File: src/rtl/bus_pkg.sv
// bus_pkg: shared types and constants for bus_slave_alu.
// Opcodes, FSM states and register addresses.
package bus_pkg;

  typedef enum logic [2:0] {
    OP_ADD = 3'd0,
    OP_SUB = 3'd1,
    OP_AND = 3'd2,
    OP_OR  = 3'd3,
    OP_XOR = 3'd4,
    OP_MUL = 3'd5
  } opcode_e;

  typedef enum logic [1:0] {
    IDLE = 2'd0,
    EXEC = 2'd1,
    MUL  = 2'd2,
    DONE = 2'd3
  } state_e;

  localparam logic [1:0] ADDR_OPA    = 2'd1;
  localparam logic [1:0] ADDR_OPB    = 2'd2;
  localparam logic [1:0] ADDR_OPCODE = 2'd3;

endpackage

File: src/rtl/bus_slave_alu_seq_multiplier.sv
// seq_multiplier: shift-add multiplier, one partial product per cycle.
// done pulses for one cycle once product holds the low DATA_W bits.
module seq_multiplier #(
  parameter int DATA_W = 32
) (
  input  logic              clk,
  input  logic              rst,
  input  logic              start,
  input  logic [DATA_W-1:0] a,
  input  logic [DATA_W-1:0] b,
  output logic              done,
  output logic [DATA_W-1:0] product
);
  localparam int CW = $clog2(DATA_W + 1);

  logic [DATA_W-1:0] acc_q, acc_d;
  logic [DATA_W-1:0] mcand_q, mcand_d;
  logic [DATA_W-1:0] mplier_q, mplier_d;
  logic [CW-1:0]     cnt_q, cnt_d;
  logic              run_q, run_d;
  logic              done_q, done_d;

  always_comb begin
    acc_d    = acc_q;
    mcand_d  = mcand_q;
    mplier_d = mplier_q;
    cnt_d    = cnt_q;
    run_d    = run_q;
    done_d   = 1'b0;
    if (start) begin
      acc_d    = '0;
      mcand_d  = a;
      mplier_d = b;
      cnt_d    = CW'(DATA_W);
      run_d    = 1'b1;
    end else if (run_q) begin
      if (mplier_q[0]) acc_d = acc_q + mcand_q;
      mcand_d  = mcand_q << 1;
      mplier_d = mplier_q >> 1;
      cnt_d    = cnt_q - 1'b1;
      if (cnt_q == CW'(1)) begin
        run_d  = 1'b0;
        done_d = 1'b1;
      end
    end
  end

  always_ff @(posedge clk or posedge rst) begin
    if (rst) begin
      acc_q    <= '0;
      mcand_q  <= '0;
      mplier_q <= '0;
      cnt_q    <= '0;
      run_q    <= 1'b0;
      done_q   <= 1'b0;
    end else begin
      acc_q    <= acc_d;
      mcand_q  <= mcand_d;
      mplier_q <= mplier_d;
      cnt_q    <= cnt_d;
      run_q    <= run_d;
      done_q   <= done_d;
    end
  end

  assign done    = done_q;
  assign product = acc_q;

endmodule

File: src/rtl/bus_slave_alu.sv
// bus_slave_alu: register-mapped ALU target with start/ready handshake.
// Define BUS_SLAVE_ALU_MUL_EN to build the iterative multiplier for opcode 5.
import bus_pkg::*;

module bus_slave_alu #(
  parameter int DATA_W = 32,
  parameter int ADDR_W = 32
) (
  input  logic              clk,
  input  logic              rst,
  input  logic              valid,
  input  logic [ADDR_W-1:0] address,
  input  logic [DATA_W-1:0] data,
  input  logic              start,
  output logic              ready,
  output logic [DATA_W-1:0] result_data,
  output logic              busy,
  output logic              err
);
  state_e            state_q, state_d;
  logic              ph_q, ph_d;
  logic [DATA_W-1:0] opa_q, opa_d;
  logic [DATA_W-1:0] opb_q, opb_d;
  logic [2:0]        opc_q, opc_d;
  logic [DATA_W-1:0] sa_q, sa_d;
  logic [DATA_W-1:0] sb_q, sb_d;
  logic [2:0]        sop_q, sop_d;
  logic [DATA_W-1:0] res_q, res_d;
  logic              err_q, err_d;
  logic [DATA_W-1:0] alu_res;
  logic              bad_op;
  logic              mul_done;
  logic [DATA_W-1:0] mul_p;

`ifdef BUS_SLAVE_ALU_MUL_EN
  localparam bit MulEn = 1'b1;
  logic mul_go;
  // Launch on the first EXEC cycle so the product lands DATA_W edges later.
  assign mul_go = (state_q == EXEC) && !ph_q && (sop_q == OP_MUL);
  seq_multiplier #(.DATA_W(DATA_W)) u_mul (
    .clk     (clk),
    .rst     (rst),
    .start   (mul_go),
    .a       (sa_q),
    .b       (sb_q),
    .done    (mul_done),
    .product (mul_p)
  );
`else
  localparam bit MulEn = 1'b0;
  assign mul_done = 1'b0;
  assign mul_p    = '0;
`endif

  assign busy        = (state_q != IDLE);
  assign ready       = (state_q == DONE);
  assign result_data = res_q;
  assign err         = err_q;

  always_comb begin
    alu_res = '0;
    bad_op  = 1'b0;
    case (sop_q)
      OP_ADD:  alu_res = sa_q + sb_q;
      OP_SUB:  alu_res = sa_q - sb_q;
      OP_AND:  alu_res = sa_q & sb_q;
      OP_OR:   alu_res = sa_q | sb_q;
      OP_XOR:  alu_res = sa_q ^ sb_q;
      default: bad_op  = 1'b1;
    endcase
  end

  always_comb begin
    state_d = state_q;
    ph_d    = ph_q;
    opa_d   = opa_q;
    opb_d   = opb_q;
    opc_d   = opc_q;
    sa_d    = sa_q;
    sb_d    = sb_q;
    sop_d   = sop_q;
    res_d   = res_q;
    err_d   = err_q;
    if (valid && !busy && address <= ADDR_W'(3)) begin
      case (address[1:0])
        ADDR_OPA:    opa_d = data;
        ADDR_OPB:    opb_d = data;
        ADDR_OPCODE: opc_d = data[2:0];
        default:     ;
      endcase
    end
    case (state_q)
      IDLE: if (start) begin
        state_d = EXEC;
        ph_d    = 1'b0;
        sa_d    = opa_q;
        sb_d    = opb_q;
        sop_d   = opc_q;
        err_d   = 1'b0;
      end
      EXEC: if (!ph_q) begin
        ph_d = 1'b1;
      end else if (MulEn && sop_q == OP_MUL) begin
        state_d = MUL;
      end else begin
        state_d = DONE;
        res_d   = alu_res;
        if (bad_op) err_d = 1'b1;
      end
      MUL: if (mul_done) begin
        state_d = DONE;
        res_d   = mul_p;
      end
      DONE:    state_d = IDLE;
      default: state_d = IDLE;
    endcase
    // A bad write on the start edge still flags, overriding the clear.
    if (valid && (busy || address > ADDR_W'(3))) err_d = 1'b1;
  end

  always_ff @(posedge clk or posedge rst) begin
    if (rst) begin
      state_q <= IDLE;
      ph_q    <= 1'b0;
      opa_q   <= '0;
      opb_q   <= '0;
      opc_q   <= OP_ADD;
      sa_q    <= '0;
      sb_q    <= '0;
      sop_q   <= OP_ADD;
      res_q   <= '0;
      err_q   <= 1'b0;
    end else begin
      state_q <= state_d;
      ph_q    <= ph_d;
      opa_q   <= opa_d;
      opb_q   <= opb_d;
      opc_q   <= opc_d;
      sa_q    <= sa_d;
      sb_q    <= sb_d;
      sop_q   <= sop_d;
      res_q   <= res_d;
      err_q   <= err_d;
    end
  end

endmodule
File: config.mk
export PLATFORM = sky130hd
export DESIGN_NAME = bus_slave_alu
export DESIGN_NICKNAME = d
export VERILOG_FILES = /design/src/rtl/bus_pkg.sv /design/src/rtl/bus_slave_alu_seq_multiplier.sv /design/src/rtl/bus_slave_alu.sv
export SDC_FILE = /design/constraint.sdc
export NUM_CORES = 1
export LEC_CHECK = 0
export ABC_AREA = 1
export CORE_MARGIN = 8
export CORE_UTILIZATION = 40
export CTS_CLUSTER_DIAMETER = 60
export DETAILED_ROUTE_END_ITERATION = 10
export GPL_TIMING_DRIVEN = 0
export HOLD_SLACK_MARGIN = 0.08
export PLACE_DENSITY = 0.61
export SLEW_MARGIN = 20
export SYNTH_ARGS = -nofsm -noshare
export SYNTH_HDL_FRONTEND = slang
export SYNTH_SLANG_ARGS = --single-unit
File: constraint.sdc
create_clock -name clk -period 5.58 [get_ports clk]
set_clock_uncertainty 0.15 [all_clocks]
set_input_delay 1.116 -clock clk [delete_from_list [all_inputs] [get_ports clk]]
set_output_delay 1.116 -clock clk [all_outputs]
set_load 0.05 [all_outputs]
# Word-level counts from Yosys, hierarchy flattened

Index checks and enable logic that the tools add are counted.

Register bits: 170
Latch bits: 0
Bits in writable memories: 0
Memory bits (read-only): 0
Input bits: 68
Output and inout bits: 35
Word-level logic and storage cells: 62
Memories: 0

$add $sub $neg: 2
Multiply operators: 0
Divide/modulo/power cells: 0
$lt $le $gt $ge: 2
Equality and inequality tests: 15
Shifts and indexed selects: 0
Multiplexer cells: 10
Bitwise operators: 4
Reduce and logical (&&, ||, !) cells: 19

Operator list:

| kind                | number |
|---|---|
| $pmux 32 s5         | 1 |
| $add 32x32->32      | 1 |
| $and 32x32->32      | 1 |
| $gt 32x2->1 const B | 1 |
| $le 32x2->1 const B | 1 |
| $or 32x32->32       | 1 |
| $sub 32x32->32      | 1 |
| $xor 32x32->32      | 1 |
| $reduce_and 2->1    | 6 |
| $ne 3x3->1 const B  | 3 |
| $eq 2x2->1 const B  | 4 |
| $eq 3x2->1 const B  | 2 |
| $pmux 2 s3          | 1 |
| $reduce_or 5->1     | 1 |
| $eq 2x1->1 const B  | 2 |
| $mux 1              | 4 |
| $mux 2              | 2 |
| $ne 2x2->1 const B  | 2 |
| $pmux 1 s2          | 2 |
| $reduce_and 4->1    | 1 |
| $reduce_bool 2->1   | 2 |
| $eq 3x1->1 const B  | 1 |
| $eq 3x3->1 const B  | 1 |
| $logic_and 1x1->1   | 3 |
| 7 further kinds     | 7 |

# Longest topological paths before layout

Gate-level depths: netlist (run 1).

Depth in word-level cells: 6
Depth in mapped cells: 27
Depth with buffers taken out: 27

# Worst setup path before layout (run 1)

Ideal clock, no wire load.

Path kind: register -> register
Start: register sb_q[0]
End: register res_q[31] (netlist: result_data[31])
Library setup time: 0.118 ns
Arrival: 2.706 ns
Data required time: 5.312 ns
Path slack: 2.607 ns
Cell stages (with the launch flop): 25
Buffers on the path: 0
Clock period less this slack: 2.973 ns
Cell sequence: dfrtp_1 > inv_1 > ha_1 > inv_1 > nor3_2 > inv_2 > nor2_4 > nand2_2 > o21ai_2 > nand2_2 > a21oi_2 > nand2_1 > xor2_1 > ha_1 > a21o_1 > nor2_1 > nand2_1 > inv_1 > nand2_1 > a21oi_1 > nand2_1 > nand3_1 > nand2_1 > nand2_1 > nand2_1

Word-level cells in the longest chain between the ends: 2
Elaborated cells between the ends (all ways): 3
Those cells by class: 2 x add/sub; 1 x mux

Ends and longest elaborated chain:

| item                                                    | line                                     | source |
|---|---|---|
| from (decl)                                             | bus_slave_alu.sv:26                      | `logic [DATA_W-1:0] sb_q, sb_d;` |
| from (signal assigned)                                  | bus_slave_alu.sv:129                     | `sb_q <= '0;` |
| from (signal assigned)                                  | bus_slave_alu.sv:140                     | `sb_q <= sb_d;` |
| $sub 32x32->32 / $add 32x32->32 (equally long branches) | bus_slave_alu.sv:65, bus_slave_alu.sv:64 |  |
| $pmux 32 s5 *                                           | bus_slave_alu.sv:63                      | `case (sop_q)` |
| to (signal assigned)                                    | bus_slave_alu.sv:142                     | `res_q <= res_d;` |
| to (decl)                                               | bus_slave_alu.sv:28                      | `logic [DATA_W-1:0] res_q, res_d;` |

Every way passes the cells marked *; elsewhere a longest branch is shown, timed or not.
A chain may end at the register's enable or synchronous reset.

==> impl_metrics.py, run 1 <==
metrics = {
    "clocking": {
        "cts_sinks": 170,
        "cts_clk_pin_slew_worst_paths_ps": 70,
        "ctsHoldBuffers": 0,
        "ctsHtreeMaxLevel": 4,
        "cts_tree": "built",
        "cts_post_setup_buffers_inserted": 0,
        "insertion_delay_ps": 440,
        "ctsRootBufferMaster": "sky130_fd_sc_hd__clkbuf_16",
        "max-clock-path-buffers": 2,
        "cts_resized": 0,
        "numCtsBuffers": 17,
    },
    "detailed_routing": {
        "detail_route.vias_per_cell": 4.93,
        "antenna_left": 0,
        "detailedRoute.firstPassIterationCount": 5,
        "route.detailed.wl_per_inst_um": 16.1,
        "first_iter_violations": 735,
        "routed_wire_length_mm": 33.2,
        "number_of_design_rule_violations_left_after_detail_routing": 0,
        "route.vias.total": 10185,
    },
    "synthesis": {
        "synth-async-reset-ratio": 1.00,
        "synth_seq_cells": 170,
        "most_used_dff_post_synth": "sky130_fd_sc_hd__dfrtp_1",
        "edff_count_synth": 0,
        "synth.top_cells.by_area": "sky130_fd_sc_hd__dfrtp_1 (38%), sky130_fd_sc_hd__nand2_1 (18%), sky130_fd_sc_hd__ha_1 (11%)",
        "synthDominantAreaCellType": "sky130_fd_sc_hd__dfrtp_1",
        "cell_types_with_the_highest_counts_after_synthesis": "sky130_fd_sc_hd__nand2_1 (532), sky130_fd_sc_hd__inv_1 (220), sky130_fd_sc_hd__dfrtp_1 (170), sky130_fd_sc_hd__o21ai_0 (113), sky130_fd_sc_hd__nor2_1 (108)",
        "post_syn_area_per_cell_um2": 7.30,
        "postSynthCellCount": 1548,
        "synthMostInstantiatedCell": "sky130_fd_sc_hd__nand2_1",
        "synth_area_um2": 11300,
        "yosys.cell_types.count": 42,
        "number_of_nets_produced_by_synthesis": 1713,
        "synth.top_cell.area_share": 0.377,
        "synth-seq-area-share": 0.377,
        "synth-warning-count": 0,
    },
    "min_path": {
        "worstHoldPathType": "flip-flop to flip-flop",
        "hold_depth": 2,
        "holdPathEnd": "result_data[22]",
        "worst_min_delay_path_startpoint": "result_data[22]",
    },
    "global_routing": {
        "globalRoute.busiestLayer": "met2",
        "globalRoute.totalOverflow": 0,
        "globalRouteMet2Util": 0.301,
        "antenna_found_initial": 0,
        "groute.usage.overall": 0.202,
        "vias_in_the_first_global_route": 9941,
        "grt_max_degree": 34,
        "grt_first_pass_wirelength_mm": 53.8,
        "use_met1": 0.292,
        "grt.met3_usage": 0.0356,
    },
    "floorplanning": {
        "die_w_um": 184,
        "design.core.area_um2": 27800,
        "number_of_top_level_design_ports": 103,
        "floorplan.initialDensity": 0.407,
        "die_h_um": 184,
        "die_area_um2": 33900,
        "fp-row-count": 61,
    },
    "power": {
        "power.static_leakage_uw": 0.00714,
        "vdd_drop_max_v": 0.000177,
        "pwr_dens_nw_per_um2": 252,
    },
    "sta": {
        "timing.slew.headroom": 0.395,
        "final_max_slew_viol_count": 0,
        "layout_min_cycle_time_ps": 3660,
        "worstMarginPinSlew_ps": 905,
        "setup_repair_after_global_routing_missed_its_margin": "no",
        "timing.setup.tns_ps": 0,
        "setup_violations": 0,
        "final-hold-violation-count": 0,
        "layout_worst_path_cycle_share": 0.657,
        "timing.fmax_ghz": 0.273,
    },
    "critical_path": {
        "setup.reg_to_reg.worst_slack_ps": 1920,
        "regToRegEndpoint": "result_data[23]",
        "critical_path.max_stage_delay_ps": 530,
        "endpoint_kind": "flip-flop",
        "r2r_cell_count": 22,
        "path_max_fanout": 10,
        "timing.critical_path.cells": "nor2_1 > nand2_1 > buf_2 > buf_2 > nand2_1 > xor2_1 > ha_1 > nand2_1 > nand2_1 > inv_1 > nand2_1 > nand2_1 > nand2_1 > nand2_1 > nand2_1 > nand2_1 > nand2_1 > nand2_1 > nand3_1 > nand2_1 > nand2_1 > nand2_1",
        "origin_of_the_critical_flop_to_flop_path": "sop_q[2]",
        "crit_type": "flip-flop to flip-flop",
        "worstSetupStartpointType": "flip-flop",
        "critical_path_required_ps": 5760,
        "critPathArrivalTime_ps": 3850,
        "critical-path-slowest-cell": "sky130_fd_sc_hd__dfrtp_1",
        "worst_path_most_repeated_cell": "sky130_fd_sc_hd__nand2_1",
    },
    "final_layout": {
        "drive_gt1_frac": 0.0717,
        "diode_insertion_count_for_antenna_repair": 0,
        "final_core_utilization": 0.485,
        "area.growth.synth_to_final_pct": 19.2,
        "final_nets": 1839,
        "layout.cells.non_filler": 2065,
    },
    "outcome": {
        "status": "complete, no violations",
    },
    "job": {
        "max_cap_viol_count": 0,
    },
    "placement": {
        "globalplace.congestion": 0.936,
        "numPortBuffers": 102,
        "detailedPlacementHpwl_mm": 26.7,
        "dp_cells": 2033,
    },
}
-- cells in the final DEF, fill, tap and decap left out, types with 3 or more instances in the layout --
master / synthesis / routed
sky130_fd_sc_hd__o21bai_1: 3 / 3
sky130_fd_sc_hd__nand2_1: 532 / 532
sky130_fd_sc_hd__nor2_2: 6 / 6
sky130_fd_sc_hd__o21ai_2: 33 / 33
sky130_fd_sc_hd__nand3_1: 57 / 57
sky130_fd_sc_hd__nor4_1: 5 / 5
sky130_fd_sc_hd__clkinvlp_4: 0 / 3
sky130_fd_sc_hd__inv_8: 0 / 3
sky130_fd_sc_hd__nor3_1: 9 / 9
sky130_fd_sc_hd__o21ai_1: 8 / 8
sky130_fd_sc_hd__dfrtp_1: 170 / 170
sky130_fd_sc_hd__o2111ai_1: 7 / 7
sky130_fd_sc_hd__o21ai_0: 113 / 113
sky130_fd_sc_hd__clkbuf_16: 0 / 17
sky130_fd_sc_hd__nand3b_1: 6 / 6
sky130_fd_sc_hd__inv_1: 220 / 219
sky130_fd_sc_hd__nand4_1: 10 / 10
sky130_fd_sc_hd__xor2_1: 30 / 30
sky130_fd_sc_hd__or2_2: 9 / 9
sky130_fd_sc_hd__clkinv_4: 0 / 5
sky130_fd_sc_hd__clkdlybuf4s50_1: 0 / 102
sky130_fd_sc_hd__ha_1: 96 / 96
sky130_fd_sc_hd__a221oi_1: 22 / 22
sky130_fd_sc_hd__clkbuf_1: 24 / 24
sky130_fd_sc_hd__inv_2: 3 / 3
sky130_fd_sc_hd__buf_2: 17 / 17
sky130_fd_sc_hd__a21oi_1: 29 / 29
sky130_fd_sc_hd__inv_6: 0 / 3
sky130_fd_sc_hd__buf_12: 0 / 5
sky130_fd_sc_hd__a21o_1: 3 / 3
sky130_fd_sc_hd__buf_6: 6 / 6
sky130_fd_sc_hd__nor2_1: 108 / 108
-- flip-flops by register name, summed over array words and instances (netlist names) --
| register | flops |
|---|---|
| sb_q | 32 |
| ph_q | 1 |
| opb_q | 32 |
| result_data | 32 |
| sa_q | 32 |
| sop_q | 3 |
| opa_q | 32 |
| err | 1 |
| opc_q | 3 |
| state_q | 2 |
-- critical path: cells and delay by family, from the launching register on --
kind,cells,cell delay (ps)
flip-flops,1,530
buffers and inverters,3,620
AND/OR/NAND/NOR,17,1700
adder cells (fa/ha/maj),1,400
XOR/XNOR,1,150
-- cell families after synthesis --
family / share of synthesized area
simple gates: 0.271
xor+xnor: 0.0233
buf+inv: 0.0956
flops: 0.377
fa+ha+maj: 0.108
compound gates: 0.125
-- area by class of cell --
cell class / count / area, um2
Fill cell: 2875 / 14300
Clock buffer: 18 / 439
Sequential cell: 170 / 4250
Buffer: 47 / 243
Clock inverter: 14 / 135
Tap cell: 378 / 473
Inverter: 223 / 841
Multi-Input combinational cell: 1108 / 5960
Timing Repair Buffer: 107 / 1120
-- report_power, final --
| part | internal, uW | switching (uW) | total, uW | leakage (uW) |
|---|---|---|---|---|
| combinational | 260 | 615 | 875 | 0.00451 |
| sequential | 1300 | 41.8 | 1350 | 0.00236 |
| clock | 602 | 566 | 1170 | 0.000276 |
| total | 2170 | 1220 | 3390 | 0.00714 |
-- layer usage --
layer / up-vias / wire length (um)
li1: 5165 / -
met5: - / 0
met2: 296 / 14200
met1: 4690 / 16400
met3: 34 / 1920
met4: 0 / 644
-- worst max-delay path by stage --
stage / start / to / slack, ps / depth (start not counted)
6_report: sop_q[2] / result_data[23] / 1920 / 22
5_1_grt: sb_q[1] / result_data[31] / 1510 / 25
4_1_cts: sop_q[2] / result_data[22] / 1920 / 19
3_5_place_dp: sop_q[2] / result_data[22] / 1940 / 19
3_3_place_gp: rst / result_data[23] / 660 / 2
2_1_floorplan: rst / err / 2150 / 1
-- metrics by stage --
step	total power, uW	cell area [um2]	setup slack, ps	hold slack (ps)
after floorplan	1910	11300	2150	292
after global placement	2240	12800	661	302
after detailed placement	2260	12900	1940	316
after CTS	3430	13500	1920	334
after global routing	3550	13500	1510	350
final	3390	13500	1920	330
Power figures use the tool's default switching activity.
==> run 2: changes to the inputs <==
--- a/config.mk
+++ b/config.mk
@@ -12,7 +12,7 @@
 export DETAILED_ROUTE_END_ITERATION = 10
 export GPL_TIMING_DRIVEN = 0
 export HOLD_SLACK_MARGIN = 0.08
-export PLACE_DENSITY = 0.61
+export PLACE_DENSITY = 0.59
 export SLEW_MARGIN = 20
 export SYNTH_ARGS = -nofsm -noshare
 export SYNTH_HDL_FRONTEND = slang
==> constraint.sdc (replaced) <==
create_clock -name clk -period 3.48 [get_ports clk]
set_clock_uncertainty 0.15 [all_clocks]
set_input_delay 0.696 -clock clk [delete_from_list [all_inputs] [get_ports clk]]
set_output_delay 0.696 -clock clk [all_outputs]
set_load 0.05 [all_outputs]
==> run 2 against run 1 <==
Net effect: die area unchanged; maximum frequency increased by 10%; sequential cell count unchanged; largest power group unchanged; critical path depth increased by 1; sequential power increased by 60%; combinational power increased by 63%; count of clock-buffer cells in the layout increased by 2; total power increased by 66%; sequential share of layout area decreased by 1.4 points.
==> impl_metrics.py, run 2 (same netlist as run 1, synthesis figures left out) <==
metrics = {
    "outcome": {
        "status": "complete, no violations",
    },
    "placement": {
        "dp_cells": 2034,
        "globalplace.congestion": 0.901,
        "numPortBuffers": 102,
        "detailedPlacementHpwl_mm": 27.2,
    },
    "power": {
        "pwr_dens_nw_per_um2": 398,
        "power.static_leakage_uw": 0.00737,
        "total_chip_power_uw": 5610,
        "vdd_drop_max_v": 0.000290,
    },
    "clocking": {
        "numCtsBuffers": 17,
        "insertion_delay_ps": 440,
        "cts_clk_pin_slew_worst_paths_ps": 70,
        "max-clock-path-buffers": 2,
        "cts_tree": "built",
        "ctsRootBufferMaster": "sky130_fd_sc_hd__clkbuf_16",
        "cts_sinks": 170,
        "ctsHoldBuffers": 0,
        "ctsHtreeMaxLevel": 4,
    },
    "final_layout": {
        "area.growth.synth_to_final_pct": 24.7,
        "drive_gt1_frac": 0.130,
        "layout_commonest_cell": "sky130_fd_sc_hd__nand2_1",
        "layout.cells.non_filler": 2084,
        "diode_insertion_count_for_antenna_repair": 0,
        "final_nets": 1858,
        "fillCellCount": 2829,
        "final_cell_mix": "sky130_fd_sc_hd__nand2_1 (507), sky130_fd_sc_hd__inv_1 (213), sky130_fd_sc_hd__dfrtp_1 (169)",
    },
    "sta": {
        "setup_violations": 0,
        "final-hold-violation-count": 0,
        "timing.fmax_ghz": 0.300,
        "timing.slew.headroom": 0.402,
        "layout_worst_path_cycle_share": 0.957,
        "final_max_slew_viol_count": 0,
        "setup_repair_after_global_routing_missed_its_margin": "yes",
        "layout_min_cycle_time_ps": 3330,
        "worstMarginPinSlew_ps": 893,
    },
    "critical_path": {
        "worstSetupStartpointType": "flip-flop",
        "critical_path_required_ps": 3660,
        "crit_type": "flip-flop to flip-flop",
        "critPathArrivalTime_ps": 3510,
        "path_max_fanout": 4,
        "critical_path.max_stage_delay_ps": 390,
        "endpoint_kind": "flip-flop",
        "origin_of_the_critical_flop_to_flop_path": "sb_q[1]",
        "regToRegEndpoint": "result_data[29]",
        "setup.reg_to_reg.worst_slack_ps": 150,
        "timing.critical_path.cells": "inv_2 > ha_4 > inv_4 > nor3_4 > inv_2 > nor2_4 > nand2_4 > nor2_4 > nand4_1 > nand2_1 > xor2_1 > ha_2 > nand2_2 > nand2_2 > o21bai_4 > inv_1 > nand2_1 > a21oi_2 > nand3_1 > nand3_1 > nand2_1 > nand2_1 > nand2_1",
        "r2r_cell_count": 23,
        "critical-path-slowest-cell": "sky130_fd_sc_hd__dfrtp_1",
        "worst_path_most_repeated_cell": "sky130_fd_sc_hd__nand2_1",
    },
    "min_path": {
        "holdPathEnd": "result_data[1]",
        "worstHoldPathType": "flip-flop to flip-flop",
        "worst_min_delay_path_startpoint": "result_data[1]",
        "hold_depth": 2,
    },
    "global_routing": {
        "grt_first_pass_wirelength_mm": 54.4,
        "vias_in_the_first_global_route": 10090,
        "grt_max_degree": 34,
        "groute.usage.overall": 0.205,
        "antenna_found_initial": 0,
        "globalRoute.totalOverflow": 0,
    },
    "floorplanning": {
        "number_of_top_level_design_ports": 103,
        "die_w_um": 184,
        "die_area_um2": 33900,
        "floorplan.initialDensity": 0.407,
        "fp-row-count": 61,
        "die_h_um": 184,
        "design.core.area_um2": 27800,
    },
    "detailed_routing": {
        "number_of_design_rule_violations_left_after_detail_routing": 0,
        "route.vias.total": 10309,
        "first_iter_violations": 658,
        "detailedRoute.firstPassIterationCount": 5,
        "routed_wire_length_mm": 34.0,
        "route.detailed.wl_per_inst_um": 16.3,
        "antenna_left": 0,
        "detail_route.vias_per_cell": 4.95,
    },
    "job": {
        "max_cap_viol_count": 0,
    },
}
==> run 2: changes by cell type in the layout (fill, tap and decap cells not counted), sizes merged <==
cell	delta
clkbuf	+2
buf	+19
bufinv	+3
inv	-2
clkinv	-3
==> run 2: power by group <==
group	internal [uW]	total [uW]	switching [uW]	leakage, uW
logic	430	1430	996	0.00472
registers	2090	2160	65.3	0.00235
clock network	1180	2030	848	0.000299
==> run 2: worst max-delay path by stage <==
stage	start	end	slack (ps)	cells after the start
floorplan	rst	err	470	1
global placement	rst	sa_q[1]	-1070	2
detailed placement	sb_q[0]	result_data[31]	-230	25
CTS	sb_q[1]	result_data[27]	2	24
global route	sb_q[1]	result_data[26]	-20	22
finish	sb_q[1]	result_data[29]	150	23
==> run 2: timing repair <==
action | CTS | global route
endpoints found under the setup margin | 22 | 26
buffers inserted | 8 | 10
resized for setup | 17 | 95
pin swaps | 9 | 43
==> run 2: layer usage <==
metal,part of all wire,GRT usage,up-vias
li1,-,-,5205
met1,0.49,0.295,4783
met2,0.43,0.311,278
met3,0.054,0.0332,43
met4,0.021,0.0591,0
met5,0,0,-
==> run 2: critical path, delay by kind of cell (launching register included) <==
family | cells | cell delay [ps]
adder cells (fa/ha/maj) | 2 | 490
flip-flops | 1 | 390
AND/OR/NAND/NOR | 14 | 1390
XOR/XNOR | 1 | 200
buffers and inverters | 4 | 270
AO/OA/AOI/OAI | 2 | 350
==> run 2: layout make-up <==
cell class,count,area [um2],share of cell area
tap,378,473,0.0336
timing repair buffer,126,1290,0.0917
buffer,47,255,0.0181
inverter,223,843,0.0599
sequential,170,4260,0.302
clock inverter,12,161,0.0115
multi-input combinational,1108,6350,0.451
clock buffer,20,457,0.0324
==> run 2: per-stage QoR <==
step	utilization	setup slack [ps]	hold WS [ps]	TNS [ps]	cell area [um2]
CTS	0.492	1.83	328	0	13700
global placement	0.460	-1070	300	-182550	12800
global route	0.507	-24.9	350	-98.5	14100
finish	0.507	150	326	0	14100
detailed placement	0.465	-228	312	-3070	12900
floorplan	-	465	292	0	11300
==> run 3: changes to the inputs <==
--- a/config.mk
+++ b/config.mk
@@ -6,7 +6,7 @@
 export NUM_CORES = 1
 export LEC_CHECK = 0
 export ABC_AREA = 1
-export CORE_MARGIN = 8
+export CORE_MARGIN = 4
 export CORE_UTILIZATION = 40
 export CTS_CLUSTER_DIAMETER = 60
 export DETAILED_ROUTE_END_ITERATION = 10
==> run 3 against run 2 <==
Net effect: routed wire length down 0.84%; die area decreased by 8.5%; combinational power hardly changed; non-clock buffer count fell by 1; register-to-register slack worse by 70 ps; largest power group unchanged; global-route usage up 1.7 points; clock power down 7%; sequential cell count did not move; count of clock-buffer cells in the layout fell by 2.
==> impl_metrics.py, run 3 (same netlist as run 1, synthesis figures left out) <==
metrics = {
    "placement": {
        "numPortBuffers": 102,
        "postPlaceCellArea_um2": 12900,
        "place_ws_ps": -249,
        "detailedPlacementHpwl_mm": 26.8,
        "dp_cells": 2033,
        "globalplace.congestion": 0.918,
    },
    "power": {
        "pwr_dens_nw_per_um2": 394,
        "vdd_drop_max_v": 0.000258,
        "power.static_leakage_uw": 0.00728,
    },
    "floorplanning": {
        "fp-row-count": 61,
        "die_h_um": 176,
        "number_of_top_level_design_ports": 103,
        "floorplan.initialDensity": 0.407,
        "design.core.area_um2": 27800,
        "die_area_um2": 31000,
        "die_w_um": 176,
    },
    "detailed_routing": {
        "antenna_left": 0,
        "detailedRoute.firstPassIterationCount": 5,
        "route.detailed.wl_per_inst_um": 16.2,
        "routed_wire_length_mm": 33.8,
        "detail_route.vias_per_cell": 4.93,
        "number_of_design_rule_violations_left_after_detail_routing": 0,
        "first_iter_violations": 801,
        "route.vias.total": 10259,
    },
    "global_routing": {
        "globalRoute.totalOverflow": 0,
        "grt_first_pass_wirelength_mm": 54.4,
        "grt_max_degree": 34,
        "antenna_found_initial": 0,
        "vias_in_the_first_global_route": 9902,
        "groute.usage.overall": 0.222,
    },
    "sta": {
        "layout_worst_path_cycle_share": 0.976,
        "setup_violations": 0,
        "worstMarginPinSlew_ps": 817,
        "final_max_slew_viol_count": 0,
        "final-hold-violation-count": 0,
        "fin_ws_ps": 83.0,
        "setup_repair_after_global_routing_missed_its_margin": "yes",
        "layout_min_cycle_time_ps": 3400,
        "timing.fmax_ghz": 0.294,
        "worst_hold_slack_ps": 327,
        "timing.slew.headroom": 0.453,
    },
    "critical_path": {
        "worstSetupStartpointType": "flip-flop",
        "crit_type": "flip-flop to flip-flop",
        "path_max_fanout": 4,
        "endpoint_kind": "flip-flop",
        "regToRegEndpoint": "result_data[29]",
        "r2r_cell_count": 24,
        "setup.reg_to_reg.worst_slack_ps": 80,
        "critical_path_required_ps": 3660,
        "worst_setup_path_startpoint": "sb_q[1]",
        "critPathArrivalTime_ps": 3580,
        "origin_of_the_critical_flop_to_flop_path": "sb_q[1]",
    },
    "final_layout": {
        "layout.cells.non_filler": 2083,
        "drive_gt1_frac": 0.114,
        "layout_commonest_cell": "sky130_fd_sc_hd__nand2_1",
        "diode_insertion_count_for_antenna_repair": 0,
        "design_area_um2": 13800,
        "final_nets": 1857,
        "area.growth.synth_to_final_pct": 22.6,
        "final_core_utilization": 0.498,
        "final_cell_mix": "sky130_fd_sc_hd__nand2_1 (518), sky130_fd_sc_hd__inv_1 (213), sky130_fd_sc_hd__dfrtp_1 (169)",
    },
    "clocking": {
        "ctsRootBufferMaster": "sky130_fd_sc_hd__clkbuf_16",
        "insertion_delay_ps": 440,
        "cts_tree": "built",
        "cts_sinks": 170,
        "ctsHtreeMaxLevel": 4,
        "cts_clk_pin_slew_worst_paths_ps": 80,
        "numCtsBuffers": 17,
        "max-clock-path-buffers": 2,
    },
    "job": {
        "max_cap_viol_count": 0,
    },
    "min_path": {
        "worst_min_delay_path_startpoint": "opc_q[2]",
        "hold_depth": 2,
        "holdPathEnd": "sop_q[2]",
        "worstHoldPathType": "flip-flop to flip-flop",
    },
    "outcome": {
        "status": "complete, no violations",
    },
}
run 3: worst max-delay path by stage:
stage	depth (start not counted)	slack, ps	to
2_1_floorplan	1	470	err
3_3_place_gp	2	-1040	sa_q[1]
3_5_place_dp	23	-250	result_data[26]
4_1_cts	23	-30	result_data[27]
5_1_grt	24	-120	result_data[29]
6_report	24	80	result_data[29]
run 3: critical path, cell delays in order (launching register included):
cell and delay [ps]:
sky130_fd_sc_hd__dfrtp_1 400, sky130_fd_sc_hd__inv_2 90, sky130_fd_sc_hd__ha_4 130, sky130_fd_sc_hd__inv_2 40
sky130_fd_sc_hd__nor3_4 170, sky130_fd_sc_hd__inv_2 80, sky130_fd_sc_hd__nor2_4 120, sky130_fd_sc_hd__nand2_4 90
sky130_fd_sc_hd__nor2_4 130, sky130_fd_sc_hd__nand4_1 140, sky130_fd_sc_hd__o21ai_1 190, sky130_fd_sc_hd__xor2_1 320
sky130_fd_sc_hd__ha_4 280, sky130_fd_sc_hd__nand2_2 90, sky130_fd_sc_hd__inv_1 70, sky130_fd_sc_hd__nand2_1 70
sky130_fd_sc_hd__nand3_1 90, sky130_fd_sc_hd__nand2_1 80, sky130_fd_sc_hd__nand2_1 60, sky130_fd_sc_hd__a21oi_2 130
sky130_fd_sc_hd__nand3_1 80, sky130_fd_sc_hd__nand3_1 80, sky130_fd_sc_hd__nand2_1 60, sky130_fd_sc_hd__nand2_1 100
sky130_fd_sc_hd__nand2_1 50
run 3: routing by layer:
| metal | wire length [um] | up-vias | track usage |
|---|---|---|---|
| met4 | 425 | 0 | 0.0442 |
| met5 | 0 | - | 0 |
| met1 | 16900 | 4733 | 0.341 |
| met3 | 1940 | 31 | 0.0291 |
| li1 | - | 5209 | - |
| met2 | 14500 | 286 | 0.338 |
run 3: final cells by class:
cell class / count / area, um2
buffer: 47 / 255
clock buffer: 18 / 429
clock inverter: 14 / 128
fill: 2856 / 13900
inverter: 223 / 841
multi-input combinational: 1108 / 6210
sequential: 170 / 4260
tap: 378 / 473
timing repair buffer: 125 / 1260
run 3: power by group:
group	internal, uW	switching (uW)	total, uW	leakage, uW
registers	2090	64.5	2150	0.00235
clock network	947	940	1890	0.000271
logic	424	990	1410	0.00466
total	3460	1990	5460	0.00728
run 3: per-stage QoR:
stage	TNS, ps	total power, uW
after detailed placement	-3470	3620
after global routing	-734	5710
final	0	5460
after global placement	-177200	3600
after floorplan	0	3060
after CTS	-25.2	5490
run 3: what timing repair did:
item                                    in CTS  in global routing
pin swaps                                   13                 25
resized for setup                           25                 53
hold buffers                                 0                  0
endpoints found under the setup margin      26                 25
buffers inserted                            10                  8
==> edit, RTL diff (flow settings as in run 1) <==
Put one more register stage on the output `err`, cleared by the reset. The value now appears one clock later. The other outputs are not delayed to match.
--- a/src/rtl/bus_slave_alu.sv
+++ b/src/rtl/bus_slave_alu.sv
@@ -57,3 +57,9 @@
   assign result_data = res_q;
-  assign err         = err_q;
+  always_ff @(posedge clk or posedge rst) begin
+    if (rst) begin
+      err <= '0;
+    end else begin
+      err <= err_q;
+    end
+  end
 
Behaviour: not the same (Yosys sat finds a counterexample within 4 cycles, from zero or initial values and one cycle with rst high).
==> edit against run 1 <==
  * Fmax down 3.7%
  * Non-clock buffer count up 1
  * Sequential cell count up 1
  * Hold slack worse by 0.044 ns
  * First-iteration DRC count down 0.95%
  * Via count up 0.78%
  * Final area about the same
  * Area after synthesis about the same
  * Routed wire length down 1.6%
  * Worst setup slack worse by 0.14 ns
  * Synthesized cell count up 0.71%
  * Critical path type unchanged
Power is not compared: it rests on default switching activity, and its combinational part moved more than twofold at a synthesized area within 25%.
==> edit: results (changes against run 1) <==
| Metric | Value |
|---|---|
| Status | `completed` |
| DP HPWL | `26.3 mm (-1.4%)` |
| Total power | `5.81 mW` |
| Largest net degree at the start of global routing | `35 (+2.9%)` |
| R2r worst-path depth | `23 (+4.5%)` |
| Worst min-delay path endpoint | `err` |
| Total track usage | `19.9% (-0.23 points)` |
| Synth Area in XOR/XNOR | `2.33% (about the same)` |
| Fin nets | `1850 (+0.60%)` |
| Post-synthesis compound-gate area fraction | `12.0% (-0.56 points)` |
| Hold crit path type | `reg -> reg` |
| Post-synthesis sequential area ratio | `37.9% (+0.25 points)` |
| Synth top area cells | `dfrtp_1 (38%), nand2_1 (18%), ha_1 (11%), inv_1 (7.5%), o21ai_0 (4.8%)` |
| Met2 WL | `14.1 mm (-0.67%)` |
| Commonest cells post-synth | `nand2_1 (527), inv_1 (224), dfrtp_1 (171), nor2_1 (126), o21ai_0 (109)` |
| M1 WL | `16.0 mm (-2.4%)` |
| Fill cells | `2864 (-0.38%)` |
| Synthesized Nets | `1724 (+0.64%)` |
| Global-route wire length before repair | `53.0 mm (-1.6%)` |
| Fmax | `263 MHz (-3.7%)` |
| Hold_ws | `0.286 ns (-0.0444 ns)` |
| Post-synthesis adder-cell area fraction | `10.8% (about the same)` |
| DR vias/cell | `4.94 (+0.24%)` |
| Crit path capture | `result_data[28]` |
| Worst Max-Slew Pin Slew | `0.875 ns (-0.0296 ns)` |
| Peak VDD IR | `227 µV` |
| Port Buf Inserts | `102 (unchanged)` |
| Total Routed Length | `32.7 mm (-1.6%)` |
| Non-filler instance count after layout | `2076 (+0.53%)` |
| Post-synth cell types | `40 (-4.8%)` |
| Mux contribution to synthesized area | `0.0998% (+0.10 points)` |
| Placed insts | `2044 (+0.54%)` |
| Post-Syn Area per Cell | `7.24 µm² (-0.78%)` |
| 1st-iter DRT viols | `728 (-0.95%)` |
| Hold path start | `err_q` |
| Max FO, Critical Path | `5 (-5)` |
| Met3 Wirelength | `1.79 mm (-7.2%)` |
| Top sig layer | `met4` |
| Root Buffer | `clkbuf_16` |
| Synth warn | `0 (unchanged)` |
| Max incr delay on CP | `0.40 ns (-0.13 ns)` |
| Fraction of layout cells with a size suffix above 1 | `5.83% (-1.3 points)` |
| Final GP Congestion | `0.927 (-0.89%)` |
| Kind of critical path | `reg -> reg` |
| Post-DP Area | `12900 µm² (about the same)` |
| Hold depth | `0 (-2)` |
| Post-CTS Setup Repair Bufs | `0 (unchanged)` |
| Arrival time worst endpoint | `3.99 ns (+0.14 ns)` |
| Clock buffer count from CTS | `17 (unchanged)` |
| Iteration count of the initial detailed-routing pass | `5 (unchanged)` |
| Worst r2r src | `sb_q[0]` |
| Vias in the first global route | `10000 (+0.88%)` |
edit: cell count changes in the layout (fill, tap and decap cells not counted), moves of 2 or more:
cell	delta
o21ai_1	+28
clkinv_4	-3
nand2_1	-5
or2_2	-5
nand4_1	-3
inv_1	+4
o2111ai_1	-4
a41oi_1	-2
o21ai_0	-4
o21ai_2	-15
a21oi_1	-4
nor2_1	+18
a221oi_1	+4
edit: layout make-up:
class	count	area (µm²)	share of cell area, %
Multi-Input combinational cell	1114	5910	43.9
Sequential cell	171	4280	31.8
Timing Repair Buffer	107	1130	8.38
Inverter	226	852	6.32
Tap cell	378	473	3.51
Clock buffer	20	457	3.39
Buffer	48	248	1.84
Clock inverter	12	128	0.947
edit: metal layers:
layer / global-route usage (%) / vias up
met5: 0 / -
met4: 6.81 / 0
met3: 3.20 / 45
met2: 30.5 / 317
met1: 28.2 / 4700
li1: - / 5202
